### src/rtl/sb_pkg.sv
// Shared types and helpers for the store buffer: access-size encoding,
// the per-entry record, and the byte-enable generator.
package sb_pkg;

    typedef enum logic [1:0] {
        SZ_B = 2'd0,
        SZ_H = 2'd1,
        SZ_W = 2'd2
    } sb_size_t;

    typedef struct packed {
        logic [29:0] waddr;
        logic [3:0]  be;
        logic [31:0] data;
        logic [5:0]  rob;
    } sb_entry_t;

    // Byte enables for an access of the given size at byte offset off.
    // The reserved size encoding is treated as a full word.
    function automatic logic [3:0] sb_be(input logic [1:0] size, input logic [1:0] off);
        case (size)
            SZ_B:    return 4'b0001 << off;
            SZ_H:    return 4'b0011 << (off & 2'b10);
            default: return 4'hF;
        endcase
    endfunction

endpackage

### src/rtl/store_buffer_if.sv
// Handshake and bus bundle between the LSU/commit logic, the store buffer
// and the data-memory write port. The master side drives requests, the
// slave side (the store buffer) drives status and the bus write.
interface store_buffer_if;
    logic        flush_i;
    logic        st_vld_i;
    logic [31:0] st_addr_i;
    logic [31:0] st_data_i;
    logic [1:0]  st_size_i;
    logic [5:0]  st_rob_i;
    logic [1:0]  commit_cnt_i;
    logic        ld_vld_i;
    logic [31:0] ld_addr_i;
    logic [1:0]  ld_size_i;
    logic        ld_conflict_o;
    logic        full_o;
    logic        store_buffer_empty_o;
    logic        bus_req_o;
    logic [31:0] bus_addr_o;
    logic [31:0] bus_wdata_o;
    logic [3:0]  bus_be_o;
    logic        bus_ack_i;

    modport master (
        output flush_i, st_vld_i, st_addr_i, st_data_i, st_size_i, st_rob_i,
               commit_cnt_i, ld_vld_i, ld_addr_i, ld_size_i, bus_ack_i,
        input  ld_conflict_o, full_o, store_buffer_empty_o,
               bus_req_o, bus_addr_o, bus_wdata_o, bus_be_o
    );

    modport slave (
        input  flush_i, st_vld_i, st_addr_i, st_data_i, st_size_i, st_rob_i,
               commit_cnt_i, ld_vld_i, ld_addr_i, ld_size_i, bus_ack_i,
        output ld_conflict_o, full_o, store_buffer_empty_o,
               bus_req_o, bus_addr_o, bus_wdata_o, bus_be_o
    );
endinterface

### src/rtl/sb_lane_align.sv
// Combinational lane aligner: turns size + byte offset + LSB-justified data
// into byte enables and data replicated across the 32-bit bus lanes.
module sb_lane_align
    import sb_pkg::*;
(
    input  logic [1:0]  size,
    input  logic [1:0]  offset,
    input  logic [31:0] data,
    output logic [3:0]  be,
    output logic [31:0] lanes
);

    assign be = sb_be(size, offset);

    // Replicate the payload so every enabled lane carries the right bytes.
    always_comb begin
        case (size)
            SZ_B:    lanes = {4{data[7:0]}};
            SZ_H:    lanes = {2{data[15:0]}};
            default: lanes = data;
        endcase
    end

endmodule

### src/rtl/store_buffer.sv
// In-order store buffer. Three wrap-bit pointers split the ring into a
// committed region (head..commit, drained to the bus) and a speculative
// region (commit..tail, discarded on flush). Also provides the empty fence
// status and a combinational load-overlap flag.
module store_buffer
    import sb_pkg::*;
#(
    parameter int DEPTH = 8,
    parameter int PW    = 3
) (
    input  logic     cpu_clk_i,
    input  logic     cpu_rst_ni,
    store_buffer_if.slave sb
);

    logic [PW:0] head, commit, tail;
    logic [PW:0] count, commit_nxt, tail_nxt;
    logic        full, enq, pop, conflict_any;
    logic [3:0]  st_be, ld_be;
    logic [31:0] st_lanes, ld_lanes_unused;
    logic [PW-1:0] slot_off;
    logic        unused_rob;
    sb_entry_t   entries [DEPTH];
    sb_entry_t   head_entry;

    sb_lane_align u_st_align (
        .size   (sb.st_size_i),
        .offset (sb.st_addr_i[1:0]),
        .data   (sb.st_data_i),
        .be     (st_be),
        .lanes  (st_lanes)
    );

    // Only the byte enables of the load are needed for the overlap check.
    sb_lane_align u_ld_align (
        .size   (sb.ld_size_i),
        .offset (sb.ld_addr_i[1:0]),
        .data   (32'h0),
        .be     (ld_be),
        .lanes  (ld_lanes_unused)
    );

    assign count      = tail - head;
    assign full       = (count == (PW+1)'(DEPTH));
    assign enq        = sb.st_vld_i & ~full & ~sb.flush_i;
    assign pop        = sb.bus_req_o & sb.bus_ack_i;
    // Commit lands first, so a flush truncates to the post-commit boundary.
    assign commit_nxt = commit + (PW+1)'(sb.commit_cnt_i);
    assign tail_nxt   = sb.flush_i ? commit_nxt : tail + {{PW{1'b0}}, enq};

    // Pointer state: the only control that needs reset.
    always_ff @(posedge cpu_clk_i or negedge cpu_rst_ni) begin
        if (!cpu_rst_ni) begin
            head   <= '0;
            commit <= '0;
            tail   <= '0;
        end else begin
            head   <= head + {{PW{1'b0}}, pop};
            commit <= commit_nxt;
            tail   <= tail_nxt;
        end
    end

    // Entry storage: validity comes from the pointers, so no reset here.
    always_ff @(posedge cpu_clk_i) begin
        if (enq) begin
            entries[tail[PW-1:0]] <= '{waddr: sb.st_addr_i[31:2],
                                       be:    st_be,
                                       data:  st_lanes,
                                       rob:   sb.st_rob_i};
        end
    end

    assign head_entry = entries[head[PW-1:0]];
    assign unused_rob = ^head_entry.rob;

    assign sb.bus_req_o            = (head != commit);
    assign sb.bus_addr_o           = {head_entry.waddr, 2'b00};
    assign sb.bus_be_o             = head_entry.be;
    assign sb.bus_wdata_o          = head_entry.data;
    assign sb.full_o               = full;
    assign sb.store_buffer_empty_o = (head == tail);

    // Overlap scan over every occupied slot, committed or speculative;
    // a slot is occupied when its distance from head is below count.
    always_comb begin
        conflict_any = 1'b0;
        slot_off     = '0;
        for (int i = 0; i < DEPTH; i++) begin
            slot_off = PW'(i) - head[PW-1:0];
            if (({1'b0, slot_off} < count) &&
                (entries[i].waddr == sb.ld_addr_i[31:2]) &&
                ((entries[i].be & ld_be) != 4'h0)) begin
                conflict_any = 1'b1;
            end
        end
    end

    assign sb.ld_conflict_o = sb.ld_vld_i & conflict_any;

    commit_within_tail: assert property (
        @(posedge cpu_clk_i) disable iff (!cpu_rst_ni)
        ((PW+1)'(sb.commit_cnt_i) <= (tail - commit))
    );

endmodule

### src/flat_wrapper.sv
// flat-port wrapper written by rule: the top's interface ports become plain ports
module store_buffer_flat import sb_pkg::*;
#(
    parameter int DEPTH = 8,
    parameter int PW    = 3
)
  (cpu_clk_i, cpu_rst_ni, sb_flush_i, sb_st_vld_i, sb_st_addr_i, sb_st_data_i, sb_st_size_i, sb_st_rob_i, sb_commit_cnt_i, sb_ld_vld_i, sb_ld_addr_i, sb_ld_size_i, sb_bus_ack_i, sb_ld_conflict_o, sb_full_o, sb_store_buffer_empty_o, sb_bus_req_o, sb_bus_addr_o, sb_bus_wdata_o, sb_bus_be_o);
  store_buffer_if sb_i ();
  input  logic cpu_clk_i;
  input  logic cpu_rst_ni;
  input wire logic [$bits(sb_i.flush_i)-1:0] sb_flush_i;
  input wire logic [$bits(sb_i.st_vld_i)-1:0] sb_st_vld_i;
  input wire logic [$bits(sb_i.st_addr_i)-1:0] sb_st_addr_i;
  input wire logic [$bits(sb_i.st_data_i)-1:0] sb_st_data_i;
  input wire logic [$bits(sb_i.st_size_i)-1:0] sb_st_size_i;
  input wire logic [$bits(sb_i.st_rob_i)-1:0] sb_st_rob_i;
  input wire logic [$bits(sb_i.commit_cnt_i)-1:0] sb_commit_cnt_i;
  input wire logic [$bits(sb_i.ld_vld_i)-1:0] sb_ld_vld_i;
  input wire logic [$bits(sb_i.ld_addr_i)-1:0] sb_ld_addr_i;
  input wire logic [$bits(sb_i.ld_size_i)-1:0] sb_ld_size_i;
  input wire logic [$bits(sb_i.bus_ack_i)-1:0] sb_bus_ack_i;
  output wire logic [$bits(sb_i.ld_conflict_o)-1:0] sb_ld_conflict_o;
  output wire logic [$bits(sb_i.full_o)-1:0] sb_full_o;
  output wire logic [$bits(sb_i.store_buffer_empty_o)-1:0] sb_store_buffer_empty_o;
  output wire logic [$bits(sb_i.bus_req_o)-1:0] sb_bus_req_o;
  output wire logic [$bits(sb_i.bus_addr_o)-1:0] sb_bus_addr_o;
  output wire logic [$bits(sb_i.bus_wdata_o)-1:0] sb_bus_wdata_o;
  output wire logic [$bits(sb_i.bus_be_o)-1:0] sb_bus_be_o;
  assign sb_i.flush_i = sb_flush_i;
  assign sb_i.st_vld_i = sb_st_vld_i;
  assign sb_i.st_addr_i = sb_st_addr_i;
  assign sb_i.st_data_i = sb_st_data_i;
  assign sb_i.st_size_i = sb_st_size_i;
  assign sb_i.st_rob_i = sb_st_rob_i;
  assign sb_i.commit_cnt_i = sb_commit_cnt_i;
  assign sb_i.ld_vld_i = sb_ld_vld_i;
  assign sb_i.ld_addr_i = sb_ld_addr_i;
  assign sb_i.ld_size_i = sb_ld_size_i;
  assign sb_i.bus_ack_i = sb_bus_ack_i;
  assign sb_ld_conflict_o = sb_i.ld_conflict_o;
  assign sb_full_o = sb_i.full_o;
  assign sb_store_buffer_empty_o = sb_i.store_buffer_empty_o;
  assign sb_bus_req_o = sb_i.bus_req_o;
  assign sb_bus_addr_o = sb_i.bus_addr_o;
  assign sb_bus_wdata_o = sb_i.bus_wdata_o;
  assign sb_bus_be_o = sb_i.bus_be_o;
  store_buffer #(.DEPTH(DEPTH), .PW(PW)) u_core (.cpu_clk_i(cpu_clk_i), .cpu_rst_ni(cpu_rst_ni), .sb(sb_i));
endmodule
### config.mk
export PLATFORM = sky130hd
export DESIGN_NAME = store_buffer_flat
export DESIGN_NICKNAME = d
export VERILOG_FILES = /design/src/rtl/sb_pkg.sv /design/src/rtl/store_buffer_if.sv /design/src/rtl/sb_lane_align.sv /design/src/rtl/store_buffer.sv /design/src/flat_wrapper.sv
export SDC_FILE = /design/constraint.sdc
export NUM_CORES = 1
export LEC_CHECK = 0
export CAP_MARGIN = 20
export CORE_ASPECT_RATIO = 0.7
export CORE_MARGIN = 1.5
export CORE_UTILIZATION = 55
export CTS_CLUSTER_DIAMETER = 100
export DETAILED_ROUTE_END_ITERATION = 10
export HOLD_SLACK_MARGIN = 0.08
export PLACE_DENSITY = 0.84
export SETUP_SLACK_MARGIN = 0.5
export SLEW_MARGIN = 20
export SYNTH_ARGS = -nofsm -noshare
export SYNTH_HDL_FRONTEND = slang
export SYNTH_SLANG_ARGS = --single-unit
### constraint.sdc
create_clock -name cpu_clk_i -period 24 [get_ports cpu_clk_i]
set_input_delay 6 -clock cpu_clk_i [delete_from_list [all_inputs] [get_ports cpu_clk_i]]
set_output_delay 6 -clock cpu_clk_i [all_outputs]
set_load 0.005 [all_outputs]
**Word-level counts from Yosys, hierarchy flattened**

Memories as Yosys holds them, arrays and structs flattened.
Cells that the tools add are included.
W data, S select, Z words.

- Add/subtract/negate cells: 12
- $lt $le $gt $ge: 8
- Eq/ne operators: 13
- Shift operators: 4
- Multiplexer cells: 14
- Bitwise logic cells: 14
- Reduce and logical (&&, ||, !) cells: 26

Operators by type and width:

| operator | count |
|---|---|
| $eq A30 B30 Y1 | 8 |
| $pmux W32 S2 | 1 |
| $and A4 B4 Y4 | 8 |
| $lt A3 B4 Y1 | 8 |
| $reduce_bool A4 Y1 | 8 |
| $logic_and A1 B1 Y1 | 16 |
| $pmux W4 S2 | 2 |
| $sub A3 B3 Y3 const A | 4 |
| $mux W1 | 10 |
| $add A4 B1 Y4 | 2 |
| $shl A1 B2 Y4 const A | 2 |
| $shl A2 B2 Y4 const A | 2 |
| $sub A1 B3 Y3 const A | 2 |
| $sub A2 B3 Y3 const A | 2 |
| $add A4 B2 Y4 | 1 |
| $and A1 B1 Y1 | 4 |
| $eq A2 B1 Y1 const B | 2 |
| $eq A4 B4 Y1 | 1 |
| $eq A4 B4 Y1 const B | 1 |
| $logic_not A2 Y1 | 2 |
| $mux W4 | 1 |
| $ne A4 B4 Y1 | 1 |
| $sub A4 B4 Y4 | 1 |
| $not A1 Y1 | 2 |

- Bits in registers: 12
- Memory bits (writable): 576
- Bits of input ports: 114
- Word-level logic and storage cells: 95
- Memories: 1

Memories:

| name | depth | width | read ports | clocked after Yosys merged registers in | write ports | line | text |
|---|---|---|---|---|---|---|---|
| u_core.entries | 8 | 72 | 9 | 0 | 1 | store_buffer.sv:23 | `sb_entry_t entries [DEPTH];` |

**Longest topological paths before layout**

- Depth in word-level cells: 14
- Depth in mapped cells: 14
- Mapped depth without buffers: 11

**Modules after synthesis**

Synthesis repeated with hierarchy kept, for this count alone.

- Cells, all modules: 1,524
- Area total of the unflattened synthesis: 24,880.1 µm²

By module, submodules not included:

| module | instances | cells an instance | area an instance (µm²) | seq. area each (µm²) |
|---|---|---|---|---|
| store_buffer | 1 | 1,404 | 23,831.6 | 16,155.5 |
| sb_lane_align | 2 | 60 | 524.3 | 0.0 |

**Worst setup path after synthesis**

OpenSTA, ideal clock, no wires.

- Path type: in2out
- From: input port sb_ld_size_i[1]
- To: output port sb_ld_conflict_o
- Arrival: 7,315 ps
- Data required time: 18,000 ps
- Path slack: 10,685 ps
- Stages: 10
- Path buffers: 3
- Cells stage by stage: buf_6 -> or3b_1 -> buf_6 -> buf_6 -> a21oi_2 -> o22ai_1 -> nand3_2 -> nand4b_1 -> nand4_1 -> a41oi_1

- Longest elaborated chain between the ends: 14
- Elaborated cells between the ends (all ways): 36
- Classes of those cells: 1 x eq/ne; 9 x mux; 9 x bitwise; 17 x reduce/logical

Ends and longest elaborated chain:

| what | line | text |
|---|---|---|
| start, declared | flat_wrapper.sv:20 | `input wire logic [$bits(sb_i.ld_size_i)-1:0] sb_ld_size_i;` |
| $eq A2 B1 Y1 / $logic_not A2 Y1 (equally long branches) | n/a |  |
| $pmux W4 S2 * | sb_pkg.sv:21 | `case (size)` |
| $and A4 B4 Y4 | store_buffer.sv:93 | `((entries[i].be & ld_be) != 4'h0)) begin` |
| $reduce_bool A4 Y1 | store_buffer.sv:93 |  |
| $logic_and A1 B1 Y1 | store_buffer.sv:92 | `(entries[i].waddr == sb.ld_addr_i[31:2]) &&` |
| $mux W1 (7 in series) | store_buffer.sv:91 | `if (({1'b0, slot_off} < count) &&` |
| $mux W1 * | store_buffer.sv:91 |  |
| $and A1 B1 Y1 * | store_buffer.sv:99 | `assign sb.ld_conflict_o = sb.ld_vld_i & conflict_any;` |
| end, declared | flat_wrapper.sv:22 | `output wire logic [$bits(sb_i.ld_conflict_o)-1:0] sb_ld_conflict_o;` |

Every way passes the cells marked *; elsewhere a longest branch is shown, timed or not.

**Final worst setup path**

- From: input port sb_ld_addr_i[8]
- To: output port sb_ld_conflict_o

- Longest elaborated chain between the ends: 12
- Elaborated cells between the ends (all ways): 33
- Classes of those cells: 8 x eq/ne; 8 x mux; 1 x bitwise; 16 x reduce/logical

Ends and longest elaborated chain:

| what | line | text |
|---|---|---|
| start, declared | flat_wrapper.sv:19 | `input wire logic [$bits(sb_i.ld_addr_i)-1:0] sb_ld_addr_i;` |
| $eq A30 B30 Y1 | store_buffer.sv:92 |  |
| $logic_and A1 B1 Y1 | store_buffer.sv:91 |  |
| $logic_and A1 B1 Y1 | store_buffer.sv:92 |  |
| $mux W1 (7 in series) | store_buffer.sv:91 |  |
| $mux W1 * | store_buffer.sv:91 |  |
| $and A1 B1 Y1 * | store_buffer.sv:99 |  |

Marks and branches as above.

==> run metrics <==
outcome=finished clean; Max Slew Vio Count=0; utilization after layout=about 65%; Sw Pwr=around 0.00096 W; Critical Path Sink=sb_ld_conflict_o; layout cells sized above 1=between 15 and 20%; worst setup path startpoint=sb_ld_addr_i[8]; cell type with the highest aggregate area in the netlist=sky130_fd_sc_hd__edfxtp_1; switching power share of the total=about a third; overall die height=roughly 180 um; sort of element at the end of the critical path=output pin; number of antenna violations at the first check in global routing=5; sequential share of power=roughly two fifths; yosys warns=0; Routed met2 length=~28 mm; post-route clock period utilization=between 60% and 70%; synthesized instance count=about 1,500; number of enable-type register cells in the synthesized netlist=around 530; final hold vios=0; Total Wirelength=approximately 65 mm; fraction of registers with async set/reset=under 10%; Worst path slowest cell=sky130_fd_sc_hd__nor4_1; number of unique standard cell types used by synthesis=43; cell internal pwr=between 0.002 and 0.0025 W; main area contributors after synthesis=sky130_fd_sc_hd__edfxtp_1, sky130_fd_sc_hd__mux4_2, sky130_fd_sc_hd__xnor2_1; Detailed Route Iter0 Violations=2,276; worst endpoint data arrival time=around 10 ns; per-cell routed wire length=between 20 and 30 um; final weighted congestion in routability-driven placement=1.006; post-cts repair resize count=0; worst voltage drop across the vdd grid=0.07240 mV; Crit. path cell count=9; Worst Skew=around 0.027 ns; Crit path largest cell delay=approximately 0.87 ns; post-synthesis instance area=0.02443 mm^2; detail-routed via count per cell=around 6.3; total power divided by cell area=~110 mW/mm^2; insertion delay to the later sink of the worst-skew pair=roughly 0.6 ns; clock tree buffer depth=3; required time of the worst setup path=around 18 ns; worst reg2reg setup slack=approximately 19 ns; number of setup buffers added after CTS=0; maximum number of pins on one net before global-route repair=a little under 70; Post-synth top flop=sky130_fd_sc_hd__edfxtp_1; overall track demand over capacity in global routing=approximately 29%; Seq/Total Area, Yosys=between 60% and 70%; worst reg2reg path endpoint=u_core.entries[3][38]; CP bufs+invs=2; via count of the first global-routing pass=roughly 14,000; count of final setup violators=0; Max-Cap Viols=0; global-route wire length before repair=between 90 and 100 mm; worst-path cell chain=clkdlybuf4s50_1, xnor2_1, nand4_1, nor4_1, nand3_1, nand2_1, nand4_1, a41oi_1, clkdlybuf4s50_1; worst min-delay path category=flop to flop; number of placement rows=64; Clk pwr share=between 20 and 30%; met3 layer wire length in the routed design=9.268 mm; buffer cell driving the clock tree root=sky130_fd_sc_hd__clkbuf_16; mean area per synthesized cell=between 15 and 20 um^2; Slew @ Worst Pin=between 1 and 1.5 ns; Place WS=roughly 8.4 ns; P_leak=between 9 and 10 nW; antenna violation net count after detailed routing=0; Final HPWL DP=between 40 and 50 mm; Max FO, Critical Path=8; number of search-and-repair iterations in the first detailed-routing pass=6; Layout Area Growth over Synthesis=15.83%; commonest cells in the synthesized netlist=sky130_fd_sc_hd__edfxtp_1, sky130_fd_sc_hd__xnor2_1, sky130_fd_sc_hd__nand2_1; TNS Setup=0 ns; Die X=roughly 250 um; depth of the CTS H-tree=2; detailed-route via count=about 14,000; final routed DRC violation total=0; logic gate share of total power=roughly 36%; number of buffers created by CTS=50; unrepaired setup endpoints after global routing=no; core area=between 0.04 and 0.05 mm^2; Post-CTS Hold Fix Bufs=0; Layout Nets=about 1,800; floorplan die area=roughly 0.046 mm^2; total of buffers placed on input and output ports=between 150 and 200; post-route minimum period=approximately 16 ns; final setup slack of the worst path=~8.0 ns; filler cell count in the final layout=approximately 3,000; library cell with the highest instance count after synthesis=sky130_fd_sc_hd__edfxtp_1; worst slew margin relative to its limit=between 20% and 30%; TritonCTS clock tree=built; beginning of the worst register-to-register path=u_core.head[2]; starting density of the core=around 56%; M1 wire length=around 26 mm; number of I/O pins=186; class of the most critical setup path=input pin to output pin; top cell type's share of synthesized area=64.91%; GRT Residual Overflow=0; synthesis-stage register bit count=540; worst reg-to-reg path cell count=10; Worst setup SP type=input pin; Top Metal Used=met5; clock input transition at the sequential cells of the worst setup and hold paths=roughly 0.070 ns; sinks on the clock net=540; Fmax=62.43 MHz; Worst path top cell family by delay=simple AND/OR/NAND/NOR gates
cell usage in the layout (no fill, tap or decap), types with 16 or more instances in the layout:
cell                                n
sky130_fd_sc_hd__edfxtp_1         528
sky130_fd_sc_hd__xnor2_1          249
sky130_fd_sc_hd__nand2_1          225
sky130_fd_sc_hd__clkdlybuf4s50_1  177
sky130_fd_sc_hd__mux4_2           132
sky130_fd_sc_hd__nand4_1           61
sky130_fd_sc_hd__clkbuf_16         51
sky130_fd_sc_hd__a21oi_1           29
sky130_fd_sc_hd__buf_4             22
sky130_fd_sc_hd__mux2_2            18
sky130_fd_sc_hd__or3_1             18
sky130_fd_sc_hd__inv_1             16
sky130_fd_sc_hd__nor4_1            16
state kept, by name, summed over array words and instances (netlist names):
register        cells
u_core.tail         4
u_core.entries    528
u_core.head         4
u_core.commit       4
power by group through the flow:
| stage | logic [W] | clock network, W | registers, W |
|---|---|---|---|
| after floorplan | 0.000654 | 0 | 0.00119 |
| after global placement | 0.00106 | 0 | 0.00120 |
| after detailed placement | 0.00108 | 0 | 0.00120 |
| after CTS | 0.00108 | 0.000760 | 0.00118 |
| after global routing | 0.00116 | 0.000797 | 0.00119 |
| final | 0.00108 | 0.000755 | 0.00118 |
metal layers:
metal | up-vias | track usage [%]
met5 | - | 0
met4 | 2 | 6.805
met3 | 138 | 9.437
met2 | 1049 | 41.27
met1 | 7239 | 43.20
li1 | 6052 | -
stage by stage:
| stage | hold slack [ns] | cells | instance area (um^2) | total power (W) |
|---|---|---|---|---|
| 6_report | 0.5322 | 2303 | 28290 | 0.003023 |
| 5_1_grt | 0.5506 | 2301 | 28290 | 0.003145 |
| 4_1_cts | 0.5303 | 2299 | 28280 | 0.003026 |
| 3_5_place_dp | 0.5192 | 2209 | 26760 | 0.002278 |
| 3_3_place_gp | 0.5083 | 2209 | 26760 | 0.002254 |
| 2_1_floorplan | 0.4852 | 1505 | 24430 | 0.001843 |
final cells by class:
| type | count | area (um^2) | share of cell area [%] |
|---|---|---|---|
| inverter | 17 | 63.81 | 0.2255 |
| antenna | 4 | 10.01 | 0.03538 |
| multi-input combinational | 858 | 7841 | 27.71 |
| tap | 594 | 743.2 | 2.627 |
| timing repair buffer | 200 | 1948 | 6.885 |
| clock inverter | 29 | 209.0 | 0.7385 |
| sequential | 540 | 16160 | 57.13 |
| clock buffer | 61 | 1314 | 4.643 |
worst register-to-register path: cells and delay by family, from the launching register on:
kind,cells,cell delay (ns)
buf+inv,3,1.62
simple gates,4,1.37
fa+ha+maj,1,0.47
compound gates,2,0.42
flops,1,0.40
cell families after synthesis:
logic type / after synthesis / share of synthesized area (%)
flops: 540 / 66.14
other cells: 1 / 0.01535
buf+inv: 107 / 2.003
fa+ha+maj: 18 / 1.014
xor+xnor: 254 / 9.107
compound gates: 65 / 1.578
simple gates: 361 / 6.818
mux: 158 / 13.33
worst min-delay path by stage:
stage	slack [ns]	to	start	cells past startpoint
2_1_floorplan	0.49	u_core.commit[3]	u_core.commit[3]	1
3_3_place_gp	0.51	u_core.commit[3]	u_core.commit[3]	1
3_5_place_dp	0.52	u_core.commit[3]	u_core.commit[3]	1
4_1_cts	0.53	u_core.commit[3]	u_core.commit[3]	1
5_1_grt	0.55	u_core.commit[3]	u_core.commit[3]	1
6_report	0.53	u_core.commit[3]	u_core.commit[3]	1
Power figures use the tool's default switching activity.
